### src/rtl/burst_counter.sv
// Transfer word counter and burst sequencer: requests one burst at a time, counts accepted words,
// flags burst/transfer ends. Define BURST_COUNTER_STATS_EN to add the `nburst` completed-burst counter.
module burst_counter #(
    parameter int SIZEBURST = 8,
    parameter int SIZECOUNT = 12
) (
    input  logic                 clock,
    input  logic                 reset,
    input  logic                 start,
    input  logic [SIZECOUNT-1:0] len,
    input  logic [SIZEBURST-1:0] sizeburst,
    output logic                 burst_req,
    input  logic                 burst_gnt,
    input  logic                 in_valid,
    output logic                 in_ready,
    output logic [SIZECOUNT-1:0] count,
    output logic                 endburst,
    output logic                 last,
`ifdef BURST_COUNTER_STATS_EN
    output logic [SIZECOUNT-1:0] nburst,
`endif
    output logic                 busy,
    output logic                 done
);

    typedef enum logic [1:0] {
        ST_IDLE,
        ST_REQ,
        ST_XFER,
        ST_DONE
    } state_t;

    state_t               state_q, state_d;
    logic [SIZECOUNT-1:0] len_q, len_d;
    logic [SIZECOUNT-1:0] count_q, count_d;
    logic [SIZEBURST-1:0] sb_q, sb_d;
    logic [SIZECOUNT-1:0] count_inc;
    logic [SIZECOUNT-1:0] burst_mask;
    logic                 sb_whole;
    logic                 accept;
    logic                 boundary;
    logic                 word_last;
    logic                 word_endburst;

    // Bit gi of the mask is set when it lies inside the low sb_q bits of the word index.
    generate
        for (genvar gi = 0; gi < SIZECOUNT; gi++) begin : g_mask
            assign burst_mask[gi] = (32'(sb_q) > 32'(gi));
        end
    endgenerate

    always_comb begin
        sb_whole      = (32'(sb_q) >= 32'(SIZECOUNT));
        count_inc     = count_q + SIZECOUNT'(1);
        accept        = (state_q == ST_XFER) && in_valid;
        word_last     = accept && (count_inc == len_q);
        boundary      = !sb_whole && ((count_inc & burst_mask) == '0);
        word_endburst = accept && (boundary || word_last);
    end

    always_comb begin
        state_d = state_q;
        len_d   = len_q;
        sb_d    = sb_q;
        count_d = count_q;
        case (state_q)
            ST_IDLE: begin
                if (start) begin
                    len_d   = len;
                    sb_d    = sizeburst;
                    count_d = '0;
                    state_d = (len != '0) ? ST_REQ : ST_DONE;
                end
            end
            ST_REQ: begin
                if (burst_gnt) begin
                    state_d = ST_XFER;
                end
            end
            ST_XFER: begin
                if (accept) begin
                    count_d = count_inc;
                    if (word_last) begin
                        state_d = ST_DONE;
                    end else if (word_endburst) begin
                        state_d = ST_REQ;
                    end
                end
            end
            ST_DONE: begin
                state_d = ST_IDLE;
            end
            default: begin
                state_d = ST_IDLE;
            end
        endcase
    end

    always_ff @(posedge clock or negedge reset) begin
        if (!reset) begin
            state_q <= ST_IDLE;
            len_q   <= '0;
            sb_q    <= '0;
            count_q <= '0;
        end else begin
            state_q <= state_d;
            len_q   <= len_d;
            sb_q    <= sb_d;
            count_q <= count_d;
        end
    end

`ifdef BURST_COUNTER_STATS_EN
    logic [SIZECOUNT-1:0] nburst_q, nburst_d;

    always_comb begin
        nburst_d = nburst_q;
        if ((state_q == ST_IDLE) && start) begin
            nburst_d = '0;
        end else if (word_endburst) begin
            nburst_d = nburst_q + SIZECOUNT'(1);
        end
    end

    always_ff @(posedge clock or negedge reset) begin
        if (!reset) begin
            nburst_q <= '0;
        end else begin
            nburst_q <= nburst_d;
        end
    end

    assign nburst = nburst_q;
`endif

    assign burst_req = (state_q == ST_REQ);
    assign in_ready  = (state_q == ST_XFER);
    assign busy      = (state_q != ST_IDLE);
    assign done      = (state_q == ST_DONE);
    assign count     = count_q;
    assign endburst  = word_endburst;
    assign last      = word_last;

endmodule

### config.mk
export PLATFORM = sky130hd
export DESIGN_NAME = burst_counter
export DESIGN_NICKNAME = d
export VERILOG_FILES = /design/src/rtl/burst_counter.sv
export SDC_FILE = /design/constraint.sdc
export NUM_CORES = 1
export LEC_CHECK = 0
export ABC_AREA = 1
export BUFFER_PORTS_ARGS = -buffer_cell sky130_fd_sc_hd__buf_2
export CAP_MARGIN = 40
export CORE_AREA = 5 5 67 75
export CTS_CLUSTER_DIAMETER = 80
export CTS_CLUSTER_SIZE = 10
export DETAILED_ROUTE_END_ITERATION = 6
export DIE_AREA = 0 0 72 80
export HOLD_SLACK_MARGIN = 0.05
export PLACE_DENSITY = 0.81
export RECOVER_POWER = 50
export SYNTH_ARGS = -nofsm -noshare
export SYNTH_HDL_FRONTEND = slang
export SYNTH_SLANG_ARGS = --single-unit
### constraint.sdc
create_clock -name clock -period 3.5 [get_ports clock]
set_input_delay 0.875 -clock clock [delete_from_list [all_inputs] [get_ports clock]]
set_output_delay 0.875 -clock clock [all_outputs]
set_load 0.01 [all_outputs]
==> results of run 1 <==
-- cell families (layout without fill, tap and decap cells) --
family                   after synthesis  count (layout)
buffers and inverters                 39              86
AND/OR/NAND/NOR                      155             155
adder cells (fa/ha/maj)                1               1
XOR/XNOR                               1               1
AO/OA/AOI/OAI                         41              41
multiplexers                          10              10
flip-flops                            34              34
-- final timing paths --
path / start / to
worst max-delay path: count[0] / endburst
worst min register to register: sb_q[6] / sb_q[6]
max in group asynchronous: reset / len_q[8]
min in group asynchronous: reset / len_q[2]
worst min-delay path: sb_q[6] / sb_q[6]
worst max register to register: count[0] / state_q[1]
-- area by class of cell --
type	count	area (um2)
clock inverters	3	45.0
well taps	54	67.6
clock buffers	5	68.8
multi-input cells	208	1010
inverters	35	131
flip-flops and latches	34	851
fillers	415	1800
repair buffers	43	216
-- power groups by stage --
stage | sequential (W) | combinational (W) | clock, W
after global routing | 0.000669 | 0.000685 | 0.000378
after floorplan | 0.000624 | 0.000443 | 0
after global placement | 0.000646 | 0.000585 | 0
after CTS | 0.000647 | 0.000605 | 0.000366
after detailed placement | 0.000654 | 0.000602 | 0
final | 0.000649 | 0.000601 | 0.000359
-- critical path: cells and delay by family (launching register included) --
| kind | cells | cell delay (ps) |
|---|---|---|
| simple gates | 11 | 1060 |
| flops | 1 | 470 |
| compound gates | 1 | 150 |
| fa+ha+maj | 1 | 230 |
| buf+inv | 1 | 130 |
-- synthesized netlist by cell type (2+ instances only) --
master    number
o21ai_1        2
o21ai_0       18
inv_1         34
clkbuf_1       3
nor4_1         3
nand3b_1       2
nor2_4         2
nand2_1       73
mux2_2        10
nor2_2         2
o22ai_1        4
a21oi_1       15
nor2_1        37
dfrtp_1       34
nand3_1       33
-- routing by layer --
| layer | up-vias | routed length [um] | GRT usage (%) |
|---|---|---|---|
| met5 | - | 0 | 0 |
| met4 | 0 | 116 | 7.71 |
| met3 | 11 | 192 | 3.78 |
| met2 | 46 | 2490 | 32.4 |
| met1 | 919 | 2050 | 21.0 |
| li1 | 1001 | - | - |
-- sequential cells by signal, indices dropped and copies added (netlist names) --
| register | cells |
|---|---|
| count | 12 |
| len_q | 12 |
| sb_q | 8 |
| state_q | 2 |
-- per-stage QoR --
step,hold slack (ps),utilization (%),setup WS (ps)
floorplan,480,-,804
global placement,489,54.4,515
detailed placement,495,54.4,475
CTS,512,57.1,282
global route,536,57.1,17.3
finish,512,57.1,288
==> impl_metrics.tcl, run 1 <==
set metrics [dict create \
    outcome "finished, violations left" \
    failed_checks "capacitance limit, slew limit" \
    grt_max_degree 35 \
    antenna_found_initial 0 \
    cts_tree "built" \
    final_antenna_net_count 0 \
    cp_data_required_time_ps 2620 \
    cp-end-kind "primary output" \
    syn_inst 281 \
    p_seq_share_pct 40.4 \
    synthSimpleGateAreaFrac_pct 33.0 \
    p_comb_share_pct 37.3 \
    cp.arrival_ps 2340 \
    finalWirelength_mm 4.85 \
    start_util_pct 48.0 \
    fmax_ghz 0.311 \
    ctsHoldBuffers 0 \
    drive_gt1_share_pct 19.8 \
    synth_edf_count 0 \
    async_flop_share_pct 100 \
    yosysSeqAreaShare_pct 42.3 \
    p_sw_share_pct 38.7 \
    post-dp-hpwl_mm 3.90 \
    portBuffers 42 \
    dp_cells 374 \
    mostFrequentLayoutCells "nand2_1 (73), buf_2 (41), nor2_1 (37)" \
    avgViaCountPerCell 5.18 \
    drcViolationCount 0 \
    vias 1977 \
    overflow 0 \
    routedWlPerCell_um 12.7 \
    rows 25 \
    p_sw_w 0.000623 \
    yosys_warnings 0 \
    start_kind "flip-flop" \
    finalPower_w 0.00161 \
    final.setup_skew_ps 4.47 \
    hold_viol 0 \
    synth_top_cell_by_area "dfrtp_1" \
    die_h_um 80 \
    area_growth_pct 19.0 \
    final_area_um2 2390 \
    gp_congestion 0.888 \
    die_area_um2 5760 \
    ios 43 \
    diodes 0 \
    path_class "flip-flop to primary output" \
    post_cts_buffers 0 \
    synth_area_leaders "dfrtp_1 (42%), nand2_1 (14%), nand3_1 (8.2%), nor2_1 (6.9%), inv_1 (6.3%)" \
    clkPwrFrac_pct 22.3 \
    ys_seq_elements 34 \
    synth_area_um2 2010 \
    p_int_w 0.000986 \
    synth_mux_area_share_pct 5.60 \
    core_area_um2 4190 \
    r2r_cells 14 \
    post_cts_resized 0 \
    setup_viol 0 \
    r2r_setup_slack_ps 1390 \
    worst_pin_slew_ps 1770 \
    grt_pass1_vias 1975 \
    cts_made_buffers 5 \
    track_usage_pct 18.3 \
    fin_tns_setup_ps 0 \
    drt-initial-drc-count 116 \
    layout.nets 353 \
    instances_no_fill 382 \
    p_leak_nw 1.19 \
    rsz0062_at_grt "no" \
    clockBufferDepth 2 \
    synth_fa_ha_area_share_pct 0.622 \
    clkSinkCount 34 \
    synth_top_family_by_area "simple AND/OR/NAND/NOR gates" \
    clock-root-buffer "clkbuf_8" \
    hold_depth 1 \
    synth_top_area_share_pct 42.3 \
    h-tree-depth 2 \
    synth_compound_area_share_pct 10.7 \
    grt_first_pass_wirelength_mm 8.35 \
    placed_area_um2 2280 \
    path_max_fanout 7 \
    slowest_stage "dfrtp_1" \
    cp_cell_sequence "ha_1, nand3_1, nor2_1, nand2_1, nand2_1, nand2_1, nand2_1, nand2_1, nor2_1, nand2_1, o21ai_1, nand2_1, nor2_1, buf_2" \
    cp_common_cell "nand2_1" \
    period_share_pct 91.8 \
    die_x_um 72 \
    avgSynthCellArea_um2 7.16 \
    slowest_delay_ps 470 \
    worst_slew_margin_rel_pct -18.2 \
    maxSlewViolCount 35 \
    p_per_area_nw_per_um2 672 \
    syn-num-nets 307 \
    synthFlopType "dfrtp_1" \
    synthXorXnorAreaFrac_pct 0.436 \
    clk_pin_slew_ps 70 \
    hold_path_class "flip-flop to flip-flop" \
    vdd_drop_max_uv 454 \
    layout_commonest_cell "nand2_1" \
    clk-insertion-delay-late_ps 290 \
    min_period_ps 3210 \
    synth_cell_types 24 \
    cap_violations 1 \
    dr.pass1.iters 4 \
]
No activity file was read; power rests on OpenSTA's default activity.
==> run 2: changes to the inputs <==
Settings changed: CORE_AREA 5 5 67 75 to 5 5 68 76, DIE_AREA 0 0 72 80 to 0 0 73 81, PLACE_DENSITY 0.81 to 0.82.
Clock period 3.5 ns to 2.9 ns, I/O delays scaled along.
==> impl_metrics.tcl, run 2 (synthesized netlist as in run 1, its figures left out) <==
set metrics [dict create \
    outcome "finished, violations left" \
    cp_common_cell "nand2_1" \
    start_util_pct 47.3 \
    clkPwrFrac_pct 25.3 \
    final_area_um2 2530 \
    p_seq_share_pct 36.1 \
    clk-insertion-delay-late_ps 300 \
    ff_latch_area_um2 852 \
    cp_cell_sequence "ha_2, nand3_2, nor2_4, nand2_1, nand2_1, nand2_1, nand2_1, nand2_1, nor2_1, nand2_1, o21ai_1, nand2_1, nor2_1, buf_2" \
    setup_viol 0 \
    placed_area_um2 2300 \
    routedWlPerCell_um 13.8 \
    p_per_area_nw_per_um2 844 \
    track_usage_pct 19.6 \
    start_kind "flip-flop" \
    core_area_um2 4250 \
    clockBufferDepth 2 \
    antenna_found_initial 0 \
    hold_viol 0 \
    grt_first_pass_wirelength_mm 9.00 \
    p_leak_nw 1.25 \
    gp_congestion 0.969 \
    clkSinkCount 34 \
    worst_slack_ps 61.5 \
    mostFrequentLayoutCells "nand2_1 (69), buf_2 (41), nor2_1 (35)" \
    layout_commonest_cell "nand2_1" \
    layout.nets 361 \
    drcViolationCount 0 \
    finalWirelength_mm 5.37 \
    num-fill-cells 394 \
    instances_no_fill 390 \
    final_antenna_net_count 0 \
    grt_pass1_vias 2071 \
    clock-root-buffer "clkbuf_8" \
    post-place-ws_ps 297 \
    die_h_um 81 \
    ios 43 \
    fmax_ghz 0.352 \
    post-dp-hpwl_mm 4.04 \
    p_sw_share_pct 37.7 \
    slowest_stage "dfrtp_1" \
    cts_tree "built" \
    portBuffers 42 \
    grt_max_degree 35 \
    maxSlewViolCount 35 \
    worst_pin_slew_ps 1850 \
    path_class "flip-flop to primary output" \
    die_x_um 73 \
    drive_gt1_share_pct 25.3 \
    failed_checks "capacitance limit, slew limit" \
    cp-end-kind "primary output" \
    cp.arrival_ps 2110 \
    die_area_um2 5910 \
    r2r_setup_slack_ps 900 \
    final.setup_skew_ps 9.40 \
    drt-initial-drc-count 201 \
    hold_path_class "flip-flop to flip-flop" \
    p_int_w 0.00133 \
    clk_pin_slew_ps 80 \
    diodes 0 \
    area_growth_pct 25.6 \
    period_share_pct 97.9 \
    overflow 0 \
    vdd_drop_max_uv 513 \
    avgViaCountPerCell 5.23 \
    cts_made_buffers 5 \
    vias 2041 \
    slowest_delay_ps 380 \
    fin_tns_setup_ps 0 \
    h-tree-depth 2 \
    dr.pass1.iters 4 \
    cp_data_required_time_ps 2170 \
    rsz0062_at_grt "yes" \
    worst_slew_margin_rel_pct -23.4 \
    cap_violations 1 \
    p_comb_share_pct 38.6 \
    path_max_fanout 3 \
    p_sw_w 0.000805 \
    dp_cells 377 \
    min_period_ps 2840 \
    finalPower_w 0.00213 \
    multiInputGateArea_um2 1060 \
    rows 25 \
]
[run 2: changes by cell type in the layout (fill, tap and decap cells not counted), sizes merged]
cell | before | now
buf | 42 | 49
clkinvlp | 2 | 0
bufinv | 1 | 2
clkbuf | 6 | 7
clkinv | 0 | 1
[run 2: final timing paths]
kind | from | end | depth (start not counted)
max | count[0] | endburst | 14
min | sb_q[6] | sb_q[6] | 1
max reg2reg | state_q[0] | count[6] | 7
min reg2reg | sb_q[6] | sb_q[6] | 1
max in group asynchronous | reset | count[2] | 1
min in group asynchronous | reset | count[1] | 1
[run 2: metal layers]
layer  up-vias  track usage, %  part of all wire (%)
met3        17            4.70                   5.3
met2        68            33.6                    50
met4         0            10.1                   2.8
met5         -               0                     0
met1       930            22.4                    42
li1       1026               -                     -
[run 2: through the flow]
step / utilization [%] / hold WS [ps]
floorplan: - / 429
global placement: 54.1 / 491
detailed placement: 54.1 / 504
CTS: 57.8 / 521
global route: 59.4 / 533
finish: 59.4 / 519
[run 2: repair_timing]
action / 4_1_cts / 5_1_grt
cloned: 0 / 0
gates resized for setup: 2 / 14
setup buffers: 2 / 3
hold buffers: 0 / 0
setup endpoints to repair: 1 / 2
pin swaps: 1 / 5
[run 2: worst max-delay path: cells and delay by family (launching register included)]
family,cells,cell delay (ps)
compound gates,1,130
fa+ha+maj,1,210
buf+inv,1,130
flops,1,380
simple gates,11,960
[run 2: power by group through the flow]
| stage | sequential (W) | combinational (W) | clock, W |
|---|---|---|---|
| floorplan | 0.000753 | 0.000535 | 0 |
| global placement | 0.000768 | 0.000759 | 0 |
| detailed placement | 0.000779 | 0.000769 | 0 |
| CTS | 0.000764 | 0.000798 | 0.000539 |
| global route | 0.000793 | 0.000928 | 0.000563 |
| finish | 0.000771 | 0.000823 | 0.000539 |
[run 2: layout make-up]
| class | count | area share (%) |
|---|---|---|
| inverter | 35 | 5.20 |
| sequential | 34 | 33.7 |
| clock buffer | 5 | 2.72 |
| tap | 54 | 2.67 |
| multi-input combinational | 208 | 42.1 |
| timing repair buffer | 51 | 10.8 |
| clock inverter | 3 | 2.72 |
==> run 3: changes to the inputs <==
==> constraint.sdc (replaced) <==
create_clock -name clock -period 2.9 [get_ports clock]
set_input_delay 0 -clock clock [delete_from_list [all_inputs] [get_ports clock]]
set_output_delay 0 -clock clock [all_outputs]
set_load 0.01 [all_outputs]
==> impl_metrics.tcl, run 3 (synthesized netlist as in run 1, its figures left out) <==
set metrics [dict create \
    outcome "finished, violations left" \
    failed_checks "capacitance limit, slew limit" \
    clockBufferDepth 2 \
    finalPower_w 0.00198 \
    drive_gt1_share_pct 15.1 \
    vias 2068 \
    worst_pin_slew_ps 1810 \
    path_max_fanout 7 \
    slowest_stage "dfrtp_1" \
    cts_made_buffers 5 \
    timing.rr.end "state_q[1]" \
    grt_max_degree 35 \
    slowest_delay_ps 470 \
    dp_cells 374 \
    die_x_um 73 \
    dr.pass1.iters 7 \
    start_util_pct 47.3 \
    die_h_um 81 \
    grt_first_pass_wirelength_mm 9.43 \
    finalWirelength_mm 5.50 \
    p_leak_nw 1.23 \
    cp_common_cell "nand2_1" \
    routedWlPerCell_um 13.6 \
    hp-start "in_valid" \
    final.setup_skew_ps 9.93 \
    rsz0062_at_grt "no" \
    num-fill-cells 407 \
    cp.arrival_ps 2250 \
    worst_slew_margin_rel_pct -20.5 \
    setup_viol 0 \
    cts_tree "built" \
    period_share_pct 77.7 \
    mostFrequentLayoutCells "nand2_1 (73), nor2_1 (37), inv_1 (34), dfrtp_1 (34), nand3_1 (33)" \
    portBuffers 42 \
    r2r_setup_slack_ps 890 \
    maxSlewViolCount 35 \
    ios 43 \
    post_cts_buffers 0 \
    overflow 0 \
    holdWs_ps 59.9 \
    layout.nets 375 \
    path_class "flip-flop to primary output" \
    p_per_area_nw_per_um2 762 \
    drt-initial-drc-count 118 \
    clkSinkCount 34 \
    rows 25 \
    hold_end "state_q[1]" \
    cap_violations 1 \
    min_period_ps 2250 \
    cp_data_required_time_ps 2900 \
    cp_cell_sequence "ha_1, nand2_1, nor2_2, nand2_1, nand2_1, and2_1, nor2_1, nor2_1, nand2_1, o21ai_1, nand2_1, nor2_1, buf_2" \
    gp_congestion 0.947 \
    avgViaCountPerCell 5.12 \
    grt_pass1_vias 2076 \
    start_kind "flip-flop" \
    fin_tns_setup_ps 0 \
    clock-root-buffer "clkbuf_8" \
    finish.utilization_pct 61.1 \
    fmax_ghz 0.444 \
    post_cts_resized 0 \
    diodes 0 \
    h-tree-depth 2 \
    r2r_cells 13 \
    antenna_found_initial 0 \
    layout_commonest_cell "nand2_1" \
    area_growth_pct 29.2 \
    hold_depth 4 \
    drcViolationCount 0 \
    hold_path_class "input pin to flip-flop" \
    track_usage_pct 20.6 \
    clk_pin_slew_ps 80 \
    core_area_um2 4250 \
    r2r_start "count[0]" \
    post-dp-hpwl_mm 3.85 \
    hold_viol 0 \
    vdd_drop_max_uv 522 \
    die_area_um2 5910 \
    cp-end-kind "primary output" \
    instances_no_fill 404 \
    clk-insertion-delay-late_ps 300 \
    final_antenna_net_count 0 \
]
run 3: cell types whose count changed in the layout (fill, tap and decap cells not counted), sizes merged:
cell | previous run | this run
dlygate4sd3 | 0 | 22
buf | 49 | 30
clkbuf | 7 | 18
clkinvlp | 0 | 2
bufinv | 2 | 1
clkinv | 1 | 0
run 3: how the worst max path moves through the flow:
stage	start	to	slack (ps)	cells after the start
finish	count[0]	endburst	650	13
global route	count[0]	endburst	380	13
CTS	count[0]	endburst	650	14
detailed placement	count[0]	state_q[1]	950	14
global placement	count[0]	state_q[1]	1000	14
floorplan	count[0]	state_q[1]	1060	12
run 3: layout make-up:
cell class | count | area (um2) | area share (%)
Clock inverter | 3 | 45.0 | 1.73
Clock buffer | 5 | 68.8 | 2.65
Sequential cell | 34 | 851 | 32.7
Inverter | 35 | 131 | 5.06
Timing Repair Buffer | 65 | 422 | 16.2
Tap cell | 54 | 67.6 | 2.60
Multi-Input combinational cell | 208 | 1010 | 39.0
run 3: metal layers:
layer	vias to the layer above	share of wire, %	track usage [%]
met5	-	0	0
met4	0	2.1	7.75
met3	13	5.7	4.95
met2	65	51	38.0
met1	942	41	22.4
li1	1048	-	-
run 3: timing repair:
item	CTS	global route
endpoints found under the hold margin	55	0
hold buffers	22	0
setup endpoints to repair	0	0
run 3: worst max-delay path, delay by kind of cell (launching register included):
| kind | cells | cell delay [ps] |
|---|---|---|
| AND/OR/NAND/NOR | 10 | 980 |
| AO/OA/AOI/OAI | 1 | 130 |
| buffers and inverters | 1 | 140 |
| flip-flops | 1 | 470 |
| adder cells (fa/ha/maj) | 1 | 230 |
run 3: report_power, final:
part | total (W) | internal, W | switching (W)
clock | 0.000447 | 0.000256 | 0.000191
combinational | 0.000751 | 0.000309 | 0.000442
sequential | 0.000781 | 0.000640 | 0.000141
run 3: metrics by stage:
stage,cell area (um2),setup slack [ps]
detailed placement,2280,950
floorplan,2010,1060
global route,2600,382
finish,2600,646
CTS,2620,653
global placement,2280,1000
